===== src/rtl/piso_pkg.sv =====
// Shared encodings and sizing helpers for the parallel-in/serial-out shift controller.
// Imported by the controller and its counter.
package piso_pkg;

  typedef enum logic [1:0] {
    ST_IDLE  = 2'b00,
    ST_SHIFT = 2'b01,
    ST_GAP   = 2'b10
  } state_t;

  // Bits needed to hold values 0..n-1, never less than one bit.
  function automatic int cnt_width(input int n);
    return (n <= 2) ? 1 : $clog2(n);
  endfunction

endpackage


===== src/rtl/bit_down_cnt.sv =====
// Loadable down-counter with enable and zero flag; parks at zero instead of wrapping.
// Used for both the bit counter and the inter-word gap counter.
module bit_down_cnt
  import piso_pkg::*;
#(
  parameter int W = 3
) (
  input  logic         clk,
  input  logic         clr,
  input  logic         load,
  input  logic [W-1:0] load_val,
  input  logic         en,
  output logic [W-1:0] cnt,
  output logic         zero
);

  logic [W-1:0] cnt_reg;

  always_ff @(posedge clk or posedge clr) begin
    if (clr) begin
      cnt_reg <= '0;
    end else if (load) begin
      cnt_reg <= load_val;
    end else if (en && (cnt_reg != '0)) begin
      cnt_reg <= cnt_reg - 1'b1;
    end
  end

  assign cnt  = cnt_reg;
  assign zero = (cnt_reg == '0);

endmodule


===== src/rtl/piso_shift_ctrl.sv =====
// Sequences one parallel word out serially (MSB- or LSB-first) with a handshake on input
// and an optional idle gap between words.
module piso_shift_ctrl
  import piso_pkg::*;
#(
  parameter int WIDTH = 8,
  parameter int GAP   = 1
) (
  input  logic             clk,
  input  logic             clr,
  input  logic [WIDTH-1:0] din,
  input  logic             din_valid,
  output logic             din_ready,
  input  logic             lsb_first,
  input  logic             shift_en,
  output logic             sout,
  output logic             sout_valid,
  output logic             busy,
  output logic             done
);

  localparam int BW = cnt_width(WIDTH);
  localparam int GW = cnt_width(GAP);
  localparam logic [BW-1:0] BIT_LOAD = BW'(WIDTH - 1);
  localparam logic [GW-1:0] GAP_LOAD = GW'((GAP > 0) ? (GAP - 1) : 0);

  state_t           state_reg, state_next;
  logic [WIDTH-1:0] shreg_reg, shreg_next;
  logic             dir_reg, dir_next;
  logic             ready_reg, ready_next;
  logic             done_reg, done_next;

  logic             bit_load, bit_en, bit_zero;
  logic             gap_load, gap_en, gap_zero;
  logic [BW-1:0]    bit_cnt;
  logic [GW-1:0]    gap_cnt;
  logic [WIDTH-1:0] shreg_shifted;

  bit_down_cnt #(.W(BW)) u_bit_cnt (
    .clk      (clk),
    .clr      (clr),
    .load     (bit_load),
    .load_val (BIT_LOAD),
    .en       (bit_en),
    .cnt      (bit_cnt),
    .zero     (bit_zero)
  );

  bit_down_cnt #(.W(GW)) u_gap_cnt (
    .clk      (clk),
    .clr      (clr),
    .load     (gap_load),
    .load_val (GAP_LOAD),
    .en       (gap_en),
    .cnt      (gap_cnt),
    .zero     (gap_zero)
  );

  // Shift toward whichever end feeds sout, filling the vacated end with zero.
  assign shreg_shifted = dir_reg ? {1'b0, shreg_reg[WIDTH-1:1]}
                                 : {shreg_reg[WIDTH-2:0], 1'b0};

  always_ff @(posedge clk or posedge clr) begin
    if (clr) begin
      state_reg <= ST_IDLE;
      shreg_reg <= '0;
      dir_reg   <= 1'b0;
      ready_reg <= 1'b0;
      done_reg  <= 1'b0;
    end else begin
      state_reg <= state_next;
      shreg_reg <= shreg_next;
      dir_reg   <= dir_next;
      ready_reg <= ready_next;
      done_reg  <= done_next;
    end
  end

  always_comb begin
    state_next = state_reg;
    shreg_next = shreg_reg;
    dir_next   = dir_reg;
    ready_next = ready_reg;
    done_next  = 1'b0;
    bit_load   = 1'b0;
    bit_en     = 1'b0;
    gap_load   = 1'b0;
    gap_en     = 1'b0;

    unique case (state_reg)
      ST_IDLE: begin
        ready_next = 1'b1;
        if (din_valid && ready_reg) begin
          shreg_next = din;
          dir_next   = lsb_first;
          bit_load   = 1'b1;
          ready_next = 1'b0;
          state_next = ST_SHIFT;
        end
      end
      ST_SHIFT: begin
        if (shift_en) begin
          if (!bit_zero) begin
            shreg_next = shreg_shifted;
            bit_en     = 1'b1;
          end else begin
            done_next = 1'b1;
            // With no gap the controller is ready again alongside the done pulse.
            if (GAP > 0) begin
              gap_load   = 1'b1;
              ready_next = 1'b0;
              state_next = ST_GAP;
            end else begin
              ready_next = 1'b1;
              state_next = ST_IDLE;
            end
          end
        end
      end
      ST_GAP: begin
        gap_en = 1'b1;
        if (gap_zero) begin
          ready_next = 1'b1;
          state_next = ST_IDLE;
        end
      end
      default: begin
        ready_next = 1'b0;
        state_next = ST_IDLE;
      end
    endcase
  end

  assign din_ready  = ready_reg;
  assign done       = done_reg;
  assign busy       = (state_reg != ST_IDLE);
  assign sout_valid = (state_reg == ST_SHIFT);
  assign sout       = (state_reg == ST_SHIFT)
                      ? (dir_reg ? shreg_reg[0] : shreg_reg[WIDTH-1]) : 1'b0;

endmodule


===== config.mk =====
export PLATFORM = sky130hd
export DESIGN_NAME = piso_shift_ctrl
export DESIGN_NICKNAME = d
export VERILOG_FILES = /design/src/rtl/piso_pkg.sv /design/src/rtl/bit_down_cnt.sv /design/src/rtl/piso_shift_ctrl.sv
export SDC_FILE = /design/constraint.sdc
export NUM_CORES = 1
export LEC_CHECK = 0
export CORE_MARGIN = 3
export CORE_UTILIZATION = 56
export DETAILED_ROUTE_END_ITERATION = 6
export DONT_BUFFER_PORTS = 1
export PLACE_DENSITY_LB_ADDON = 0.15
export SLEW_MARGIN = 20
export SYNTH_ARGS = -nofsm -noshare
export SYNTH_HDL_FRONTEND = slang
export SYNTH_SLANG_ARGS = --single-unit

===== constraint.sdc =====
create_clock -name clk -period 1.9 [get_ports clk]
set_input_delay 0.095 -clock clk [delete_from_list [all_inputs] [get_ports clk]]
set_output_delay 0.095 -clock clk [all_outputs]
set_load 0.05 [all_outputs]

## Word level (Yosys, flattened, before mapping)

Cells that the tools add are included.

- RAM bits: 0
- Input bits: 13
- ROM bits: 0
- Latch bits: 0
- Output and inout bits: 5
- Memories: 0
- Register bits after elaboration: 17

- Bitwise gates (word level): 0
- Equal/unequal tests: 7
- $add $sub $neg: 2
- $mul: 0
- Multiplexer cells: 30
- Div/mod/pow operators: 0
- Reductions and logical operators: 14
- Shift-type cells: 0
- $lt $le $gt $ge: 0

Operators with widths:

| cell | count |
|---|---|
| 2-to-1 mux 8 bit | 4 |
| 2-to-1 mux 1 bit | 17 |
| one-hot mux 8 bit (2 select lines) | 1 |
| 2-to-1 mux 2 bit | 4 |
| != test 2 bit (second input constant) | 4 |
| AND reduction 4 bit | 2 |
| nonzero test 2 bit | 4 |
| 2-to-1 mux 3 bit | 2 |
| one-hot mux 2 bit (3 select lines) | 1 |
| logical AND 1 bit | 3 |
| zero test 3 bit | 1 |
| one-hot mux 1 bit (3 select lines) | 1 |
| AND reduction 3 bit | 1 |
| nonzero test 3 bit | 1 |
| subtractor 3 x 1 -> 3 bit (second input constant) | 1 |
| equality test 2 x 1 -> 1 bit (second input constant) | 1 |
| equality test 2 bit (second input constant) | 1 |
| zero test 2 bit | 1 |
| != test 2 x 1 -> 1 bit (second input constant) | 1 |
| AND reduction 2 bit | 1 |
| subtractor 1 bit (second input constant) | 1 |

## Depth between registers and ports, before layout

- Depth after elaboration: 7
- Mapped depth: 7

## Hierarchy

A second synthesis with hierarchy kept.

- Cell total of the unflattened synthesis: 89
- Area total of the unflattened synthesis: 958.4 sq um

By module, submodules not included:

| module | instances | area each (sq um) | seq. area each (sq um) | cells an instance |
|---|---|---|---|---|
| piso_shift_ctrl | 1 | 698.2 | 325.3 | 64 |
| bit_down_cnt (u_bit_cnt) | 1 | 211.5 | 75.1 | 20 |
| bit_down_cnt (u_gap_cnt) | 1 | 48.8 | 25.0 | 5 |

## Worst setup path before layout

No wires, ideal clock.

- Path kind: register to register
- From: register ready_reg (netlist: din_ready)
- To: register shreg_reg[0]
- Required time: 1821 ps
- Buffers on the path: 1
- Path slack: 333 ps
- Data arrival time: 1488 ps
- Library setup time: 79 ps
- Cell stages (with the launch flop): 6
- Path through: dfrtp_1 > nand4bb_1 > buf_6 > o21ai_4 > a21boi_4 > a2bb2oi_1

- Cells in the longest elaborated chain, start to end: 3

RTL lines:

| element | RTL line | source |
|---|---|---|
| from (decl) | piso_shift_ctrl.sv:30 | `logic ready_reg, ready_next;` |
| from (signal assigned) | piso_shift_ctrl.sv:74 | `ready_reg <= ready_next;` |
| logical AND 1 bit | piso_shift_ctrl.sv:93 | `if (din_valid && ready_reg) begin` |
| != test 2 bit (no source line) | -- |  |
| AND reduction 4 bit (no source line) | -- |  |
| to (signal assigned) | piso_shift_ctrl.sv:72 | `shreg_reg <= shreg_next;` |
| to (decl) | piso_shift_ctrl.sv:28 | `logic [WIDTH-1:0] shreg_reg, shreg_next;` |

No other way between the ends.
A chain may end at the register's enable or synchronous reset.

## Worst setup path in the final report

- From: register u_bit_cnt.cnt_reg[0] (netlist: u_bit_cnt.cnt[0])
- To: register u_bit_cnt.cnt_reg[0] (netlist: u_bit_cnt.cnt[0])

- Cells in the longest elaborated chain, start to end: 6
- Elaborated cells on any way between the ends: 10
- Those cells by class: add/sub: 1; mux: 5; reduce/logical: 4

RTL lines:

| element | RTL line | source |
|---|---|---|
| from (decl) | bit_down_cnt.sv:17 | `logic [W-1:0] cnt_reg;` |
| from (signal assigned) | bit_down_cnt.sv:23 | `cnt_reg <= load_val;` |
| from (signal assigned) | bit_down_cnt.sv:25 | `cnt_reg <= cnt_reg - 1'b1;` |
| zero test 3 bit | bit_down_cnt.sv:30 | `assign zero = (cnt_reg == '0);` |
| 2-to-1 mux 1 bit | piso_shift_ctrl.sv:103 | `if (!bit_zero) begin` |
| 2-to-1 mux 1 bit | piso_shift_ctrl.sv:102 | `if (shift_en) begin` |
| 2-to-1 mux 1 bit | piso_shift_ctrl.sv:90 | `unique case (state_reg)` |
| logical AND 1 bit | bit_down_cnt.sv:24 | `end else if (en && (cnt_reg != '0)) begin` |
| nonzero test 2 bit (no source line) | -- |  |

Several ways; a longest one is shown, not always the timed one. The select of a mux whose other input is x is not followed.

==> flow_summary.toml <==
[cells_and_area]
largest_reg_flops = 8
stdcell_count = 111
area_delta_synth_final_pct = 6.80
most-common-layout-cells = "dfrtp_1, nand2_1, a2bb2oi_1, mux2_2"
antenna_cells = 0
drive_gt1_share_pct = 23.2
fin_nets = 111
final_common_cell = "dfrtp_1"

[global_route]
grt_max_degree = 18
grt_pass1_wl_um = 2760
grtUsageTotal_pct = 17.7
antenna_found_initial = 0
overflow = 0
grt_pass1_vias = 624

[placement]
gp_congestion = 0.759
hpwl_um = 1290
portBuffers = 0
pre_cts_slack_ps = 337
dp_cells = 105

[worst_setup_path]
crit_buf_inv = 1
cp_data_arrival_time_ps = 1770
crit_type = "flop to flop"
crit_family = "simple AND/OR/NAND/NOR gates"
crit_chain = "inv_1 > ha_1 > and2b_2 > or3_1 > xnor2_1 > nand2_1"
worstSetupStartpointType = "flop"
crit_fanout = 3
cp-end-kind = "flop"
slowest_stage = "or3_1"
max_stage_delay_ps = 370
required_ps = 2070

[routing]
route.detailed.drc = 0
vias_per_cell = 5.86
drt_pre_antenna_iters = 4
vias = 650
wl_um = 1750
drt-wirelength-per-cell_um = 15.7
initialDrtViolationCount = 10
ant_nets = 0

[logic_synthesis]
yosysUniqueCellTypes = 28
ys_warn_count = 0
synth_seq_cells = 17
synth_nets = 103
synthCells = 88
synth_area_um2 = 938
synth.avg_cell_area_um2 = 10.7
ys_seq_area_share_pct = 45.3

[sta]
slew_headroom_pct = 57.2
skew_ps = 3.15
layout_setup_ws_ps = 297
setup_tns_ps = 0
period_needed_ps = 1600
hold_viol = 0
worst_pin_slew_ps = 642
fmax_ghz = 0.624
slew_viol_final = 0
setup_violations = 0
rsz0062_at_grt = "false"
period_share_pct = 84.4

[floorplan]
ios = 18
row_count = 14
fp.coreArea_um2 = 1540
die_height_um = 46.9
start_util_pct = 60.9
die_w_um = 46.9
dieArea_um2 = 2200

[power]
ir_worst_vdd_v = 0.000918
powerDensity_nw_per_um2 = 1880
p_leak_nw = 0.452

[cts]
ctsLongestPathBuffers = 2
cts_setup_buffers = 0
h-tree-depth = 1
clk_latency_ps = 280
ctsResizeCount = 0
cts_hold_buffers = 2
cts_buffers = 3
cts_tree = "yes"
clkSlewWorstSetupHoldPaths_ps = 90
ctsRootBufferMaster = "clkbuf_4"
cts_sinks = 17

[outcome]
status = "completed"

[job]
cap_violations = 0

[min_path]
hold_path.class = "primary input to flop"
==> where the power goes <==
group          switching (mW)  leakage, nW  internal (mW)
sequential              0.161        0.195          0.512
combinational           0.547        0.243          0.480
clock                   0.103       0.0150         0.0813
total                   0.812        0.452           1.07
==> final timing paths <==
kind	startpoint	cells past startpoint	to	slack, ps
max reg2reg	u_bit_cnt.cnt[0]$_DFFE_PP0P_	6	u_bit_cnt.cnt[0]$_DFFE_PP0P_	300
min	shift_en	2	done$_DFF_PP0_	30
min reg2reg	u_bit_cnt.cnt[1]$_DFFE_PP0P_	2	u_bit_cnt.cnt[1]$_DFFE_PP0P_	530
max in group asynchronous	clr	2	shreg_reg[2]$_DFFE_PP0P_	1140
min in group asynchronous	clr	2	u_bit_cnt.cnt[2]$_DFFE_PP0P_	340
max	u_bit_cnt.cnt[0]$_DFFE_PP0P_	6	u_bit_cnt.cnt[0]$_DFFE_PP0P_	300
==> cell type report <==
class,instances,area [um2]
Clock buffer,4,26.3
Fill cell,132,539
Inverter,6,22.5
Multi-Input combinational cell,61,450
Sequential cell,17,425
Tap cell,16,20.0
Timing Repair Buffer,7,57.6
==> worst register-to-register path: stages, from the launching register on <==
cell,delay (ps)
dfrtp_1,330
inv_1,70
ha_1,210
and2b_2,230
or3_1,370
xnor2_1,210
nand2_1,80
==> layer usage <==
layer	wire length, um	up-vias	share of wire, %	track usage [%]
met5	0	-	0	0
met4	12	0	0.69	4.97
met3	65	2	3.7	2.68
met2	780	11	45	27.1
met1	887	305	51	26.1
li1	-	332	-	-
==> cells by family after synthesis <==
| group | synth area share [%] |
|---|---|
| compound gates | 20.3 |
| simple gates | 13.6 |
| flops | 45.3 |
| buf+inv | 6.67 |
| mux | 10.5 |
| fa+ha+maj | 2.67 |
| xor+xnor | 0.934 |
==> synthesized netlist by cell type <==
cell type	n	area share, %
nor2_1	6	2.4
nand2b_2	1	0.93
a21oi_1	3	1.6
o22ai_1	6	4.0
o21ai_0	5	2.7
nand3_1	2	1.1
mux2_2	7	8.4
nand3_2	1	1.1
inv_1	5	2.0
ha_1	2	2.7
clkbuf_8	1	1.5
a2bb2oi_1	8	7.5
or2_2	1	0.67
clkbuf_1	1	0.40
and2b_2	1	0.93
o211ai_1	1	0.80
xnor2_1	1	0.93
nand2_1	8	3.2
nand4bb_1	1	1.2
o21ai_4	1	1.7
a21boi_4	1	2.0
mux2i_1	2	2.1
buf_6	2	2.4
nand2b_1	1	0.67
inv_2	1	0.40
or3_1	1	0.67
nand3b_1	1	0.80
dfrtp_1	17	45
==> metrics by stage <==
| stage | power, mW | utilization, % | hold WS (ps) | cell area [um2] |
|---|---|---|---|---|
| 3_5_place_dp | 1.70 | 62.0 | 109 | 956 |
| 2_1_floorplan | 1.53 | - | 21.1 | 938 |
| 5_1_grt | 2.03 | 65.0 | 23.5 | 1000 |
| 3_3_place_gp | 1.67 | 62.0 | 106 | 956 |
| 4_1_cts | 1.90 | 65.0 | 26.2 | 1000 |
| 6_report | 1.89 | 65.0 | 31.1 | 1000 |
Note: power is estimated with default switching activity, not from simulation.
